## config.mk

```make
export PLATFORM = sky130hd
export DESIGN_NAME = fifo_stream_reader
export DESIGN_NICKNAME = d
export VERILOG_FILES = /design/src/rtl/fifo_stream_reader.sv
export SDC_FILE = /design/constraint.sdc
export NUM_CORES = 1
export LEC_CHECK = 0
export CAP_MARGIN = 20
export CORE_UTILIZATION = 56
export DETAILED_ROUTE_END_ITERATION = 16
export GPL_ROUTABILITY_DRIVEN = 0
export PLACE_DENSITY = 0.95
export SYNTH_ARGS = -nofsm -noshare
export SYNTH_HDL_FRONTEND = slang
export SYNTH_SLANG_ARGS = --single-unit
```

## constraint.sdc

```tcl
create_clock -name ck -period 6.9 [get_ports ck]
set_input_delay 1.035 -clock ck [delete_from_list [all_inputs] [get_ports ck]]
set_output_delay 1.035 -clock ck [all_outputs]
set_load 0.05 [all_outputs]
```

## src/rtl/fifo_stream_reader.sv

```systemverilog
// Drain-side FIFO adapter: issues reads against a 1-cycle-latency FIFO port and
// replays the returned words through a 3-entry skid buffer. Optional out_last: FIFO_READER_LAST_EN.
module fifo_stream_reader #(
  parameter int WIDTH   = 32,
  parameter int PKT_LEN = 16
) (
  input  logic             ck,
  input  logic             reset,
  input  logic             fifo_empty,
  input  logic [WIDTH-1:0] fifo_dataout,
  output logic             fifo_read,
  output logic [WIDTH-1:0] out_data,
  output logic             out_valid,
  input  logic             out_ready
`ifdef FIFO_READER_LAST_EN
  ,
  output logic             out_last
`endif
);

  // Stream handshake: a word transfers on every rising edge where out_valid and
  // out_ready are both 1; out_valid never depends on out_ready, and once raised
  // it stays up with out_data stable until that transfer happens.

  logic [1:0]       count;
  logic [1:0]       wp;
  logic [1:0]       rp;
  logic             inflight;
  logic [WIDTH-1:0] buf_q [3];
  logic [2:0]       occupancy;
  logic             capture;
  logic             pop;

  function automatic logic [1:0] next_ptr(input logic [1:0] p);
    return (p == 2'd2) ? 2'd0 : p + 2'd1;
  endfunction

  // Words held plus the one on its way back; a read is only issued if it fits.
  assign occupancy = {1'b0, count} + {2'b00, inflight};
  assign fifo_read = reset && !fifo_empty && (occupancy <= 3'd2);
  assign capture   = inflight;
  assign out_valid = (count != 2'd0);
  assign pop       = out_valid && out_ready;

  always_comb begin
    out_data = buf_q[0];
    case (rp)
      2'd1:    out_data = buf_q[1];
      2'd2:    out_data = buf_q[2];
      default: out_data = buf_q[0];
    endcase
  end

  always_ff @(posedge ck) begin
    if (!reset) begin
      count    <= 2'd0;
      wp       <= 2'd0;
      rp       <= 2'd0;
      inflight <= 1'b0;
      for (int i = 0; i < 3; i++) buf_q[i] <= '0;
    end else begin
      inflight <= fifo_read;
      if (capture) begin
        for (int i = 0; i < 3; i++)
          if (wp == 2'(i)) buf_q[i] <= fifo_dataout;
        wp <= next_ptr(wp);
      end
      if (pop) rp <= next_ptr(rp);
      case ({capture, pop})
        2'b10:   count <= count + 2'd1;
        2'b01:   count <= count - 2'd1;
        default: count <= count;
      endcase
    end
  end

`ifdef FIFO_READER_LAST_EN
  localparam int PW = (PKT_LEN > 1) ? $clog2(PKT_LEN) : 1;
  localparam logic [PW-1:0] PKT_MAX = PW'(PKT_LEN - 1);

  logic [PW-1:0] pkt_cnt;

  always_ff @(posedge ck) begin
    if (!reset) begin
      pkt_cnt <= '0;
    end else if (pop) begin
      pkt_cnt <= (pkt_cnt == PKT_MAX) ? '0 : pkt_cnt + 1'b1;
    end
  end

  assign out_last = out_valid && (pkt_cnt == PKT_MAX);
`else
  // PKT_LEN must be >= 1; it shapes nothing when out_last is not built.
  if (PKT_LEN < 1) begin : g_pkt_len_invalid
  end
`endif

endmodule

```

==> summary.txt <==
Status -> complete, no violations
Worst reg-to-reg path cell count -> 5
Antenna cells -> 0
Mean post-synth cell area -> 14.2 µm²
Vias -> 2540
# nets final -> 405
FFs w/ async S/R, synth -> 0%
CP arrival -> 2.83 ns
Yosys reg bits -> 103
Maximum VDD drop -> 177 µV
Routed wire length -> 7.85 mm
Detail Placement HPWL -> 4.75 mm
Clock Sinks -> 103
Number of global-route vias before repair -> 2517
Cell variety after synth -> 26
Min-delay src -> rp[1]
Final design utilization -> 74.4%
Area of the core -> 0.00694 mm²
Max-slew violation count -> 0
# IOs -> 70
Most common cell after layout, fill and taps aside -> edfxtp_1
Worst setup EP type -> primary output
Clk_skew -> 0.00728 ns
DRT iter0 DRCs -> 118
Gate Count Post-Synth -> 291
Pleak -> 0.00184 µW
Hold/Removal Path Class -> reg2reg
CP Class -> in2out
First-pass GRT wire length -> 11.9 mm
H-Tree Depth -> 3
Worst Path Max Fanout -> 12
Setup bufs post-CTS -> 0
Hold-fix buffers, CTS -> 0
Final period utilization -> 56.1%
CTS tree -> yes
CTS clk-pin slew, worst paths -> 0.09 ns
TritonCTS Buffers -> 9
Setup-failing EPs final -> 0
Hold Vio Cnt, Final -> 0
Fillers -> 431
Synth top area share -> 70.0%
Worst rel slew slack -> 64.3%
RSZ-0062 raised after global routing -> false
Row Count -> 30
Post-CTS sizing -> 0
Die ar. -> 0.00770 mm²
Type of origin of the critical path -> input port
Pin count of the biggest net entering global routing -> 65
EDFF count, synth -> 96
Worst min-delay path endpoint -> rp[1]
Fin area -> 0.00517 mm²
Reg-to-reg slack, setup -> 5.23 ns
Hold Slack -> 0.562 ns
WP data required -> 5.86 ns
Area of the mapped netlist -> 0.00412 mm²
Antenna-violating nets left -> 0
Drt first pass iters -> 6
Crit path from -> reset
Area growth syn-to-layout -> 25.5%
Initial antenna violation count -> 0
Die Span X -> 87.8 µm
CTS Root Cell -> clkbuf_8
Worst Hold Depth -> 2
Most frequent cells in the layout -> edfxtp_1, clkdlybuf4s50_1, nor2_1
Setup tns final -> 0 ns
Max-Cap Viols -> 0
GRT Total Usage -> 21.5%
Post-Place Cell Area -> 0.00491 mm²
Total congestion overflow -> 0
Dominant synthesized flop cell -> edfxtp_1
Initial Utilization -> 59.3%
Wire per inst -> 17.0 µm
Reg2Reg Capture Point -> count[1]
Power Density -> 379 mW/mm²
Share of layout cells above drive strength 1 -> 6.85%
Top cells by area, synth -> edfxtp_1, a22oi_1, and2_1
Final min period -> 3.87 ns
Longest Clk Path Bufs -> 2
Worst Tran Pin Value -> 0.534 ns
Sequential fraction of the synthesis area -> 73.4%
FF-to-FF Start -> count[0]
Cell accounting for the most synthesized area -> edfxtp_1
PortBufs -> 69
FMAX -> 258 MHz
Die H -> 87.8 µm
Yosys warnings -> 0
Skew-Pair Late Insertion Delay -> 0.35 ns
Syn nets -> 335
Via density per instance -> 5.51
DRC viols -> 0
-- where the power goes --
group | internal, µW | switching, µW
combinational | 271 | 554
clock | 167 | 190
sequential | 750 | 27.6
total | 1190 | 772
-- through the flow --
stage | instances | setup slack [ns] | power [µW]
3_5_place_dp | 443 | 3.00 | 1600
2_1_floorplan | 291 | 3.44 | 1340
5_1_grt | 461 | 2.86 | 2040
3_3_place_gp | 443 | 3.04 | 1580
4_1_cts | 458 | 2.74 | 1950
6_report | 461 | 3.03 | 1960
-- layout make-up --
type / instances / area, µm² / share of cell area, %
Inverter: 7 / 26.3 / 0.508
Sequential cell: 103 / 3020 / 58.5
Clock inverter: 5 / 60.1 / 1.16
Multi-Input combinational cell: 164 / 1020 / 19.8
Timing Repair Buffer: 76 / 788 / 15.3
Tap cell: 96 / 120 / 2.32
Clock buffer: 10 / 128 / 2.47
-- layer usage --
metal,routed length (µm),global-route usage (%)
met5,0,0
met4,121,9.69
met3,432,4.05
met2,4280,38.5
met1,3020,25.1
-- cell families after synthesis --
family | Yosys count | synth area share, %
xor gates and xnor gates | 2 | 0.425
and+or+nand+nor | 79 | 9.78
buffers and inverters | 24 | 2.37
DFF | 103 | 73.4
adders and majority gates | 8 | 2.43
AOI/OAI and AO/OA | 73 | 11.1
muxes | 2 | 0.486
-- cell usage after synthesis, types with 2 or more instances --
master	instances
o21ai_0	3
inv_1	7
ha_1	8
clkbuf_1	7
buf_1	4
a21oi_1	33
mux2i_1	2
dfxtp_1	7
nor3b_1	2
edfxtp_1	96
and2_1	33
nand2_1	3
xnor2_1	2
buf_2	6
nor2_1	34
nor2b_1	3
a22oi_1	32
-- worst max-delay path, stage by stage --
cell and delay [ns]:
clkdlybuf4s50_1 0.73, nor3b_1 0.24, clkdlybuf4s50_1 0.83
-- worst max-delay path by stage --
| stage | end | cells past startpoint |
|---|---|---|
| floorplan | fifo_read | 2 |
| global placement | fifo_read | 3 |
| detailed placement | fifo_read | 3 |
| CTS | out_data[20] | 5 |
| global route | fifo_read | 3 |
| finish | fifo_read | 3 |
-- state kept, by name, summed over array words and instances, names as in the netlist --
name,cells
count,2
rp,2
wp,2
capture,1
buf_q,96
(Power assumes the default switching activity.)
==> RTL change, RTL diff (same settings) <==
Build with the macro `FIFO_READER_LAST_EN` defined.
--- a/src/rtl/fifo_stream_reader.sv
+++ b/src/rtl/fifo_stream_reader.sv
@@ -1,5 +1,7 @@
 // Drain-side FIFO adapter: issues reads against a 1-cycle-latency FIFO port and
 // replays the returned words through a 3-entry skid buffer. Optional out_last: FIFO_READER_LAST_EN.
+`define FIFO_READER_LAST_EN
+
 module fifo_stream_reader #(
   parameter int WIDTH   = 32,
   parameter int PKT_LEN = 16
Behaviour (old outputs only; new: out_last): unchanged (Yosys induction, for registers that start in step).
==> RTL change against the original RTL <==
Routed wire length grew 3.4%; sequential power grew 4.0%; final area grew 3.1%; critical path type is now flop to output pin; clock skew grew 4.1 ps; worst setup slack lost 43 ps; area after synthesis grew 4.0%; sequential cell count grew 4; hold slack lost 66 ps; combinational power is essentially flat; power grew 2.2%.
==> RTL change: results (changes against the original RTL) <==
{| class="wikitable"
! Metric !! Value
|-
| Final net count || 429 (+5.9%)
|-
| Reg2Reg Setup Slack || 5090 ps (-140 ps)
|-
| Layout cell share with drive strength beyond 1 || 0.06959 (+0.001094)
|-
| Number of global-route vias before repair || 2,652 (+5.4%)
|-
| Synth cell types || 27 (+3.8%)
|-
| Starting DRC count in detailed routing || 123 (+4.2%)
|-
| Wire length per cell || 16.67 um (-2.1%)
|-
| End of the worst register-to-register path || buf_q[0][24]$_DFFE_PP_
|-
| Part of the Yosys area used for sequential elements || 0.7249 (-0.009189)
|-
| Post-synthesis compound-gate area fraction || 0.1134 (+0.002509)
|-
| Result of the run || completed
|-
| Global routing usage on met3 || 0.06002 (+0.01949)
|-
| Data arrival, critical path || 2880 ps (+50 ps)
|-
| Quantity of I/O buffers inserted on ports || 70 (+1.4%)
|-
| Most numerous cell types in the synthesized netlist || 96 x sky130_fd_sc_hd__edfxtp_1, 40 x sky130_fd_sc_hd__a21oi_1, 35 x sky130_fd_sc_hd__nor2_1
|-
| Share of cell area taken by muxes after synthesis || 0 (-0.004862)
|-
| Start point of the worst hold path || pkt_cnt[1]$_SDFFE_PN0P_
|-
| Largest driver fanout on the critical path || 18 (+6)
|-
| Placement Setup Slack || 3027 ps (+22.46 ps)
|-
| Placed Area || 0.005080 sq mm (+3.4%)
|-
| Max Freq || 255.6 MHz (-1.1%)
|-
| Global routing usage on met1 || 0.2355 (-0.01533)
|-
| Worst Skew || 11.34 ps (+4.058 ps)
|-
| Clock insertion delay at the later pin of the skew report || 370 ps (+20 ps)
|-
| Adder-cell share of the synthesized area || 0.02631 (+0.001999)
|-
| Routed metal-1 wirelength || 3206 um (+6.2%)
|-
| Number of inserted filler cells in the final layout || 479 (+11%)
|}
## RTL change: cells by family after synthesis
kind of cell,after synthesis
adder cells (fa/ha/maj),9
XOR/XNOR,3
flip-flops,107
AO/OA/AOI/OAI,78
buffers and inverters,24
AND/OR/NAND/NOR,93
## RTL change: report_power, final
| part | total [mW] | switching (mW) | internal, mW | leakage (nW) |
|---|---|---|---|---|
| combinational | 0.823 | 0.556 | 0.268 | 0.690 |
| clock | 0.370 | 0.203 | 0.167 | 0.0975 |
| sequential | 0.809 | 0.0321 | 0.777 | 1.09 |
| total | 2.00 | 0.791 | 1.21 | 1.88 |
## RTL change: area by class of cell
class                      count  share of cell area
sequential                   107              0.5824
multi-input combinational    183              0.2071
timing repair buffer          76              0.1468
clock buffer                   9             0.02325
tap                           99             0.02325
clock inverter                 6             0.01221
inverter                       7            0.004932
## RTL change: stage by stage
stage,instances,hold slack [ps]
after floorplan,314,453.0
after global placement,469,465.7
after detailed placement,469,480.6
after CTS,484,495.5
after global routing,487,523.2
final,487,496.3
